$ cat config.mk
export PLATFORM = sky130hd
export DESIGN_NAME = signed_mult_accumulate
export DESIGN_NICKNAME = d
export VERILOG_FILES = /design/src/rtl/signed_mult_accumulate.sv
export SDC_FILE = /design/constraint.sdc
export NUM_CORES = 1
export LEC_CHECK = 0
export BUFFER_PORTS_ARGS = -buffer_cell sky130_fd_sc_hd__buf_2
export CORE_ASPECT_RATIO = 0.6
export CORE_MARGIN = 2
export CORE_UTILIZATION = 50
export DETAILED_ROUTE_END_ITERATION = 8
export HOLD_SLACK_MARGIN = 0.03
export PLACE_DENSITY = 0.71
export SYNTH_ARGS = -nofsm -noshare
export SYNTH_HDL_FRONTEND = slang
export SYNTH_SLANG_ARGS = --single-unit
$ cat constraint.sdc
create_clock -name clock_i -period 6.7 [get_ports clock_i]
set_input_delay 1.34 -clock clock_i [delete_from_list [all_inputs] [get_ports clock_i]]
set_output_delay 1.34 -clock clock_i [all_outputs]
set_load 0.02 [all_outputs]
$ cat src/rtl/signed_mult_accumulate.sv
// Sequential radix-2 Booth signed multiplier with a final accumulate:
// product_o = multiplier_i * multiplicand_i + addend_i, Start/Busy/Done handshake.
module signed_mult_accumulate #(
    parameter int unsigned WIDTH = 4
) (
    input  logic               clock_i,
    input  logic               reset_i,
    input  logic               start_i,
    input  logic [WIDTH-1:0]   multiplier_i,
    input  logic [WIDTH-1:0]   multiplicand_i,
    input  logic [WIDTH-1:0]   addend_i,
    output logic [2*WIDTH-1:0] product_o,
    output logic               busy_o,
    output logic               done_o
);

    localparam int unsigned CW = $clog2(WIDTH + 1);

    typedef enum logic [1:0] {
        S_IDLE,
        S_RUN,
        S_FIX,
        S_DONE
    } state_t;

    state_t               state_q, state_d;
    logic [WIDTH:0]       a_q, a_d;
    logic [WIDTH-1:0]     q_q, q_d;
    logic                 qm1_q, qm1_d;
    logic [CW-1:0]        cnt_q, cnt_d;
    logic [WIDTH-1:0]     mcand_q, mcand_d;
    logic [WIDTH-1:0]     addend_q, addend_d;
    logic [2*WIDTH-1:0]   product_q, product_d;

    logic [WIDTH:0]       mcand_ext;
    logic [WIDTH:0]       sum;

    always_ff @(posedge clock_i) begin
        if (reset_i) begin
            state_q   <= S_IDLE;
            a_q       <= '0;
            q_q       <= '0;
            qm1_q     <= 1'b0;
            cnt_q     <= '0;
            mcand_q   <= '0;
            addend_q  <= '0;
            product_q <= '0;
        end else begin
            state_q   <= state_d;
            a_q       <= a_d;
            q_q       <= q_d;
            qm1_q     <= qm1_d;
            cnt_q     <= cnt_d;
            mcand_q   <= mcand_d;
            addend_q  <= addend_d;
            product_q <= product_d;
        end
    end

    always_comb begin
        state_d   = state_q;
        a_d       = a_q;
        q_d       = q_q;
        qm1_d     = qm1_q;
        cnt_d     = cnt_q;
        mcand_d   = mcand_q;
        addend_d  = addend_q;
        product_d = product_q;

        // A carries one guard bit so subtracting the most-negative multiplicand fits
        mcand_ext = {mcand_q[WIDTH-1], mcand_q};
        case ({q_q[0], qm1_q})
            2'b01:   sum = a_q + mcand_ext;
            2'b10:   sum = a_q - mcand_ext;
            default: sum = a_q;
        endcase

        case (state_q)
            S_IDLE: begin
                if (start_i) begin
                    mcand_d  = multiplicand_i;
                    addend_d = addend_i;
                    q_d      = multiplier_i;
                    a_d      = '0;
                    qm1_d    = 1'b0;
                    cnt_d    = '0;
                    state_d  = S_RUN;
                end
            end
            S_RUN: begin
                a_d   = {sum[WIDTH], sum[WIDTH:1]};
                q_d   = {sum[0], q_q[WIDTH-1:1]};
                qm1_d = q_q[0];
                cnt_d = cnt_q + CW'(1);
                if (cnt_q == CW'(WIDTH - 1)) begin
                    state_d = S_FIX;
                end
            end
            S_FIX: begin
                product_d = {a_q[WIDTH-1:0], q_q}
                          + {{WIDTH{addend_q[WIDTH-1]}}, addend_q};
                state_d   = S_DONE;
            end
            S_DONE: begin
                state_d = S_IDLE;
            end
            default: begin
                state_d = S_IDLE;
            end
        endcase
    end

    assign product_o = product_q;
    assign busy_o    = (state_q != S_IDLE);
    assign done_o    = (state_q == S_DONE);

endmodule

==> impl_metrics.yaml <==
placed_design:
  place_congestion: 0.8280
  io_buffers: 24
  hpwlAfterDp_um: 2779
timing:
  setup_viol: 0
  fin_hold_ws_ps: 464.5
  slew_violations: 0
  rsz0062_at_grt: "no"
  slew_headroom_pct: 58.34
  period_minus_slack_ps: 2802
  hold_viol_final: 0
  worst_pin_slew_ps: 620.8
  fmax_mhz: 356.9
  finalCritPeriodShare_pct: 41.82
  fin_skew_ps: 4.816
  finalSetupTns_ps: 0
detailed_routing:
  viasPerCell: 5.156
  drcViolationCount: 0
  drt_pass1_iterations: 4
  drt_iter0_markers: 95
  vias: 1485
  drtAntennaViolNets: 0
  routedWlPerCell_um: 12.80
  wirelength_um: 3687
yosys:
  synth_top_family_by_area: "simple AND/OR/NAND/NOR gates"
  synth_seq_cells: 30
  netlist_area_um2: 1803
  ys_types: 39
  syn_nets: 255
  ys.flop_type: "dfxtp_1"
  synthAdderAreaFrac_pct: 15.41
  synth-compound-area-share_pct: 16.93
  synth_warnings: 0
  synth_edf_count: 0
  netlist_instances: 219
  seq_area_frac_synth_pct: 33.31
  async_flop_share_pct: 0
  synth_xor_area_share_pct: 3.400
  syn-mean-instance-area_um2: 8.233
  muxShareOfSynthArea_pct: 4.511
  synthSimpleGateAreaFrac_pct: 20.96
clock_tree:
  cts_tree: "yes"
  cts_root_buf: "clkbuf_8"
  cts_buffers: 5
  cts.sinks: 30
  cts_buffer_depth: 2
  cts_setup_buffers: 0
  clk_pin_slew_worst_paths_ps: 70
  h-tree-depth: 2
  clkLatencyLatePin_ps: 290
  ctsResizeCount: 0
  cts_hold_buf: 0
floorplan:
  core_area_um2: 3343
  die_area_um2: 4118
  io_pins: 25
  rows: 16
  initial_core_util_pct: 53.93
  die_h_um: 50.52
  die_w_um: 81.53
worst_setup_path:
  crit_path_max_incr_delay_ps: 490
  crit_required_ps: 5360
  crit_type: "reg2out"
  crit_top_cell: "inv_1"
  critPathLaunchType: "flip-flop"
  crit_fanout: 14
  worst_ep_arrival_time_ps: 1460
  rrSetupSlack_ps: 4280
  endpoint_kind: "output port"
  path_cells: "inv_1 > ha_1 > inv_1 > buf_2"
  slowest_stage: "ha_1"
finish:
  antenna_cells: 0
  final_common_cell: "dfxtp_1"
  layout_common_cells: "dfxtp_1, nor2_1, buf_2"
  syn_to_final_growth_pct: 15.34
  drive_gt1_share_pct: 15.23
  final_nets: 278
global_route:
  grt_pass1_vias: 1357
  grt_max_degree: 32
  grt_usage_pct: 20.64
  overflow: 0
  grt_pass1_wl_um: 6272
  antenna_found_initial: 0
power_and_ir_drop:
  power_w: 0.0008995
  power.leakage_nw: 0.8877
  power.density_nw_per_um2: 432.6
  peakVddDrop_mv: 0.2642
run:
  maxCapViolCount: 0
status:
  outcome: "finished clean"
worst_hold_path:
  hold_path_class: "reg2reg"
## critical path, delay by kind of cell, from the launching register on
family	cells	cell delay (ps)
buffers and inverters	3	340
adders and majority gates	1	490
DFF	1	340
## metal layers
layer	wire length [um]	vias to the layer above	global-route usage (%)	share of wire, %
li1	-	808	-	-
met1	2103	645	30.50	57
met2	1364	25	27.60	37
met3	153	7	5.935	4.1
met4	65	0	8.475	1.8
met5	0	-	0	0
## worst paths after layout
check / start / to / cells after the start
setup / recovery: state_q[0]$_SDFFE_PP0P_ / busy_o / 4
hold / removal: product_o[6]$_SDFFE_PP0P_ / product_o[6]$_SDFFE_PP0P_ / 2
setup reg to reg: q_q[0]$_SDFFE_PP0P_ / a_q[2]$_SDFFE_PP0P_ / 9
hold reg to reg: product_o[6]$_SDFFE_PP0P_ / product_o[6]$_SDFFE_PP0P_ / 2
## where the power goes
group,internal [W],total (W),switching (W)
logic,0.000166,0.000413,0.000247
registers,0.000218,0.000254,0.0000365
clock network,0.000159,0.000233,0.0000740
## logic make-up (layout without fill, tap and decap cells)
kind of cell,after synthesis,count (layout)
buf+inv,23,47
xor+xnor,7,7
flops,30,30
simple gates,80,80
compound gates,50,50
fa+ha+maj,21,21
mux,8,8
## cell usage after synthesis (all sizes together), types with 5 or more instances
cell	count	share of area (%)
dfxtp	30	33
nor2	28	5.8
nand2	21	4.8
ha	19	13
a21oi	17	4.7
inv	15	3.1
o21ai	13	3.8
nand3	8	2.2
nor3	8	2.2
a211oi	7	2.9
mux2i	7	3.9
xnor2	6	2.9
clkbuf	5	1.0
nand2b	5	2.2
## final cells by class
cell class,instances,area (um2)
clock inverter,2,60.06
inverter,15,56.30
fill,323,1264
multi-input combinational,166,1104
clock buffer,6,82.58
tap,45,56.30
sequential,30,600.6
timing repair buffer,24,120.1
## sequential cells by signal, summed over array words and instances, names as in the netlist
register / count
product_o: 8
a_q: 4
addend_q: 4
mcand_q: 4
q_q: 4
cnt_q: 3
state_q: 2
qm1_q: 1
## stage by stage
step	worst slack [ps]	cell area, um2	std cells	util, %
after global placement	4270	1937	280	57.93
after detailed placement	4241	1937	280	57.93
after CTS	3916	2079	288	62.20
after global routing	3781	2079	288	62.20
after floorplan	4246	1803	219	-
final	3898	2079	288	62.20
Power figures use the tool's default switching activity.
